[src/rtl/lfsr_pkg.sv]
// Shared definitions for the seeded 8-bit LFSR generator and its receive-side checker.
// Polynomial x^8+x^6+x^5+x^4+1, Fibonacci form shifting towards the MSB.
package lfsr_pkg;

  localparam int unsigned LFSR_W = 8;

  // Feedback taps on bits 7, 5, 4 and 3.
  localparam logic [LFSR_W-1:0] TAP_MASK = 8'hB8;

  // Counter width for the lock/loss run lengths (1..15).
  localparam int unsigned CNT_W = 4;

  typedef logic [CNT_W-1:0] run_cnt_t;

  typedef enum logic [1:0] {
    HUNT   = 2'd0,
    VERIFY = 2'd1,
    LOCKED = 2'd2
  } chk_state_e;

  function automatic logic [LFSR_W-1:0] lfsr_next(input logic [LFSR_W-1:0] s);
    return {s[LFSR_W-2:0], ^(s & TAP_MASK)};
  endfunction

endpackage

[src/rtl/lfsr_predictor.sv]
// Local copy of the LFSR: seeded from a received sample or stepped on its own value.
// Output is the state expected on the next valid sample.
module lfsr_predictor
  import lfsr_pkg::*;
(
  input  logic              clk,
  input  logic              rst_n,
  input  logic              load,
  input  logic              advance,
  input  logic [LFSR_W-1:0] seed,
  output logic [LFSR_W-1:0] expected
);

  logic [LFSR_W-1:0] pred_q;

  // Loading stores the successor of the seed, since the seed itself was just consumed.
  always_ff @(posedge clk or negedge rst_n) begin
    if (!rst_n) begin
      pred_q <= '0;
    end else if (load) begin
      pred_q <= lfsr_next(seed);
    end else if (advance) begin
      pred_q <= lfsr_next(pred_q);
    end
  end

  assign expected = pred_q;

endmodule

[config.mk]
export PLATFORM = sky130hd
export DESIGN_NAME = lfsr_predictor
export DESIGN_NICKNAME = d
export VERILOG_FILES = /design/src/rtl/lfsr_pkg.sv /design/src/rtl/lfsr_predictor.sv
export SDC_FILE = /design/constraint.sdc
export NUM_CORES = 1
export LEC_CHECK = 0
export ABC_AREA = 1
export CAP_MARGIN = 20
export CORE_AREA = 3 3 40 42
export DETAILED_ROUTE_END_ITERATION = 7
export DIE_AREA = 0 0 43 45
export DONT_BUFFER_PORTS = 1
export PLACE_DENSITY = 0.58
export REMOVE_ABC_BUFFERS = 1
export SYNTH_ARGS = -nofsm -noshare
export SYNTH_HDL_FRONTEND = slang
export SYNTH_SLANG_ARGS = --single-unit
[constraint.sdc]
create_clock -name clk -period 1.2 [get_ports clk]
set_input_delay 0.24 -clock clk [delete_from_list [all_inputs] [get_ports clk]]
set_output_delay 0.24 -clock clk [all_outputs]
set_load 0.1 [all_outputs]
### After elaboration in Yosys (flattened, before gate mapping)

Index checks and enable logic that the tools add are counted.

* register bits: 8
* bits in latches: 0
* memory bits (writable): 0
* memory bits (read-only): 0
* input port bits: 12
* output and inout bits: 8
* word-level logic and storage cells: 6
* memories: 0

* add/subtract/negate cells: 0
* multiply operators: 0
* divide/modulo/power cells: 0
* order comparisons: 0
* equal/unequal tests: 0
* shifts and indexed selects: 0
* muxes and demuxes: 2
* bitwise logic cells: 0
* reduce and logical (&&, ||, !) cells: 3

Operators by type and width (count)
* 8-bit 2-to-1 mux: 2
* 8-bit XOR reduction: 2
* 2-bit nonzero test: 1

### Logic depth before layout (Yosys ltp)

* depth after elaboration: 3
* mapped depth: 7
* depth with buffers taken out: 7

### Worst setup path after synthesis

Ideal clock, no wire load.

* path kind: register to register
* start point: register pred_q[5], in the netlist expected[5]
* end point: register pred_q[0], in the netlist expected[0]
* library setup time: 0.070 ns
* arrival: 1.470 ns
* required time: 1.130 ns
* setup slack: -0.340 ns
* stages on the path, launching flop included: 7
* buffers on the path: 0
* period minus slack after synthesis: 1.540 ns
* path through: dfrtp_1 inv_1 nand2_1 nand2_1 nand2_1 nand3_1 nand3_1

* cells in the longest elaborated chain, start to end: 3

RTL lines
* start: declaration: line lfsr_predictor.sv:14 `logic [LFSR_W-1:0] pred_q;`
* start signal: assignment: line lfsr_predictor.sv:21 `pred_q <= lfsr_next(seed);`
* start signal: assignment: line lfsr_predictor.sv:23 `pred_q <= lfsr_next(pred_q);`
* 8-bit XOR reduction: line lfsr_pkg.sv:22 `return {s[LFSR_W-2:0], ^(s & TAP_MASK)};`
* 8-bit 2-to-1 mux: line lfsr_predictor.sv:22 `end else if (advance) begin`
* 8-bit 2-to-1 mux: line lfsr_predictor.sv:20 `end else if (load) begin`

No other way between the ends. The select of a mux whose other input is x is not followed.
A chain may end at the register's enable or synchronous reset.

### Worst setup path in the final report

* start point: register pred_q[4], in the netlist expected[4]
* end point: output expected[4]

RTL lines
* end: declaration: line lfsr_predictor.sv:11 `output logic [LFSR_W-1:0] expected`

No word-level cell between the ends.

==> flow_summary.toml <==
[timing]
tightest_slew_ns = 0.386
setup_slack_ns = 0.0529
fmax_mhz = 872
fin_hold_ws_ns = 0.115
final-max-slew-violation-count = 0
finalCritPeriodShare_pct = 95.6
rsz0062_at_grt = "no"
setup_viol = 0
period_minus_slack_ns = 1.15
relSlewSlack_pct = 74.2
hold_viol = 0
fin_skew_ns = 0.00718

[placed_design]
placedCellCount = 95
pre_cts_slack_ns = 0.221
port_buffers = 0
dp_hpwl_um = 950
globalplace.congestion = 0.768

[run]
cap_violations = 0

[floorplanning]
coreArea_um2 = 1280
start_util_pct = 38.6
die_area_um2 = 1940
ios = 20
num_rows = 13
die_h_um = 45
die_x_um = 43

[clock_tree]
cts.sinks = 8
path_clk_slew_ns = 0.06
root_buffer = "clkbuf_4"
clock_latency_ns = 0.26
clockBufferDepth = 2
numCtsBuffers = 3
cts_setup_buffers = 0
cts_tree = "done"
cts_max_level = 1

[critical_path]
rr_startpoint = "expected[5]"
r2r_slack_ns = 0.21
criticalPathCategory = "register to output port"
critPathCaptureType = "output port"
crit_chain = "buf_6"
start_kind = "register"
cp.required_ns = 0.96
crit_buf_inv = 1
slowest_stage = "dfrtp_1"
crit_start = "expected[4]"
max_stage_delay_ns = 0.40
r2r_cells = 6
reg2reg_to = "expected[0]"
crit_path_max_fanout = 4
crit_family = "flip-flops"
worstPathArrival_ns = 0.91

[routing]
route.detailed.drc = 0
vias = 474
drtIter0Drc = 6
drt-pass1-iter-count = 4
detail-route-antenna-nets = 0
vias_per_cell = 4.79
wl_per_cell_um = 12.1
routed_wirelength_um = 1200

[layout]
nets = 98
drive_above_1_share_pct = 21.4
final.fill_count = 144
diodes = 0
areaGrowthSynthToFinish_pct = 26.5
largest_reg_flops = 8
instances_no_fill = 99
regArea_um2 = 201
multi_input_area_um2 = 244

[logic_synthesis]
postSynthCellCount = 72
synth_top_area_share_pct = 40.4
avgSynthCellArea_um2 = 6.88
synth_top_flop_cell = "dfrtp_1"
ys_types = 12
synth_top_cell_by_area = "dfrtp_1"
async_flop_share_pct = 100
ys_seq_area_share_pct = 40.4
yosysWarnings = 0
synth.most_common_cell = "nand2_1"
yosys-top-cells-area = "dfrtp_1 (40%), nand2_1 (29%), inv_1 (8.3%)"
synth_edf_count = 0
synth_seq_cells = 8
synth.top_cells.by_count = "nand2_1 (38), inv_1 (11), dfrtp_1 (8)"
syn_area_um2 = 495

[worst_hold_path]
hold_start = "load"
hold_class = "input port to register"
min_to = "expected[1]"
worstHoldPathCells = 2

[global_routing]
grt_overflow = 0
grt_pass1_wl_um = 2030
grt_max_degree = 9
antenna_found_initial = 0
grt_use_total_pct = 14.3
grt_pass1_vias = 463

[power]
vdd_drop_max_mv = 0.649
p_leak_nw = 0.344
power_density_nw_per_um2 = 1520

[status]
outcome = "complete, no violations"
report_power, final:
group	switching (mW)	internal, mW
clock network	0.0998	0.115
registers	0.0249	0.300
logic	0.318	0.0950
total	0.443	0.510
stage by stage:
step	total power [mW]	util, %	area (µm²)	TNS (ns)
after floorplan	0.643	-	495	-1.20
after CTS	0.955	48.1	618	0
after global routing	1.01	48.8	627	0
final	0.953	48.8	627	0
after global placement	0.717	44.7	574	0
after detailed placement	0.721	44.7	574	0
what timing repair did:
item	in CTS	in global routing
setup endpoints to repair	3	2
hold buffers	1	0
endpoints found under the hold margin	8	0
resized for setup	3	3
cloned	0	0
worst register-to-register path, cell delays in order, from the launching register on:
cell and delay [ns]:
dfrtp_1 0.42, inv_1 0.14, nand2_1 0.07, nand2_1 0.06, nand2_1 0.05, nand3_1 0.07, nand3_1 0.08
cell families after synthesis:
kind of cell | count (synthesis) | synth area share [%]
and+or+nand+nor | 46 | 39.6
buffers and inverters | 13 | 10.4
DFF | 8 | 40.4
AOI/OAI and AO/OA | 5 | 9.59
cells in the final DEF (no fill, tap or decap), drive strengths merged:
cell,instances
nand2,40
o211ai,2
dlygate4sd3,1
clkbuf,3
nand3,5
inv,13
o221ai,3
buf,8
dfrtp,8
nor2,1
layer usage:
| metal | vias up | track usage (%) | share of wire (%) |
|---|---|---|---|
| met1 | 208 | 17.9 | 45 |
| met2 | 19 | 22.8 | 46 |
| met3 | 0 | 7.57 | 9.1 |
| li1 | 247 | - | - |
| met5 | - | 0 | 0 |
| met4 | 0 | 1.81 | 0 |
final cells by class:
cell class	count	area share, %
repair buffers	9	14.2
inverters	13	8.18
flip-flops and latches	8	32.1
well taps	15	2.99
multi-input cells	51	38.9
clock buffers	3	3.59
worst max-delay path by stage:
stage | end | depth (start not counted)
6_report | expected[4] | 1
5_1_grt | expected[2] | 1
4_1_cts | expected[3] | 1
3_5_place_dp | expected[0] | 6
3_3_place_gp | expected[3] | 1
2_1_floorplan | expected[0] | 6
(Power assumes the default switching activity.)
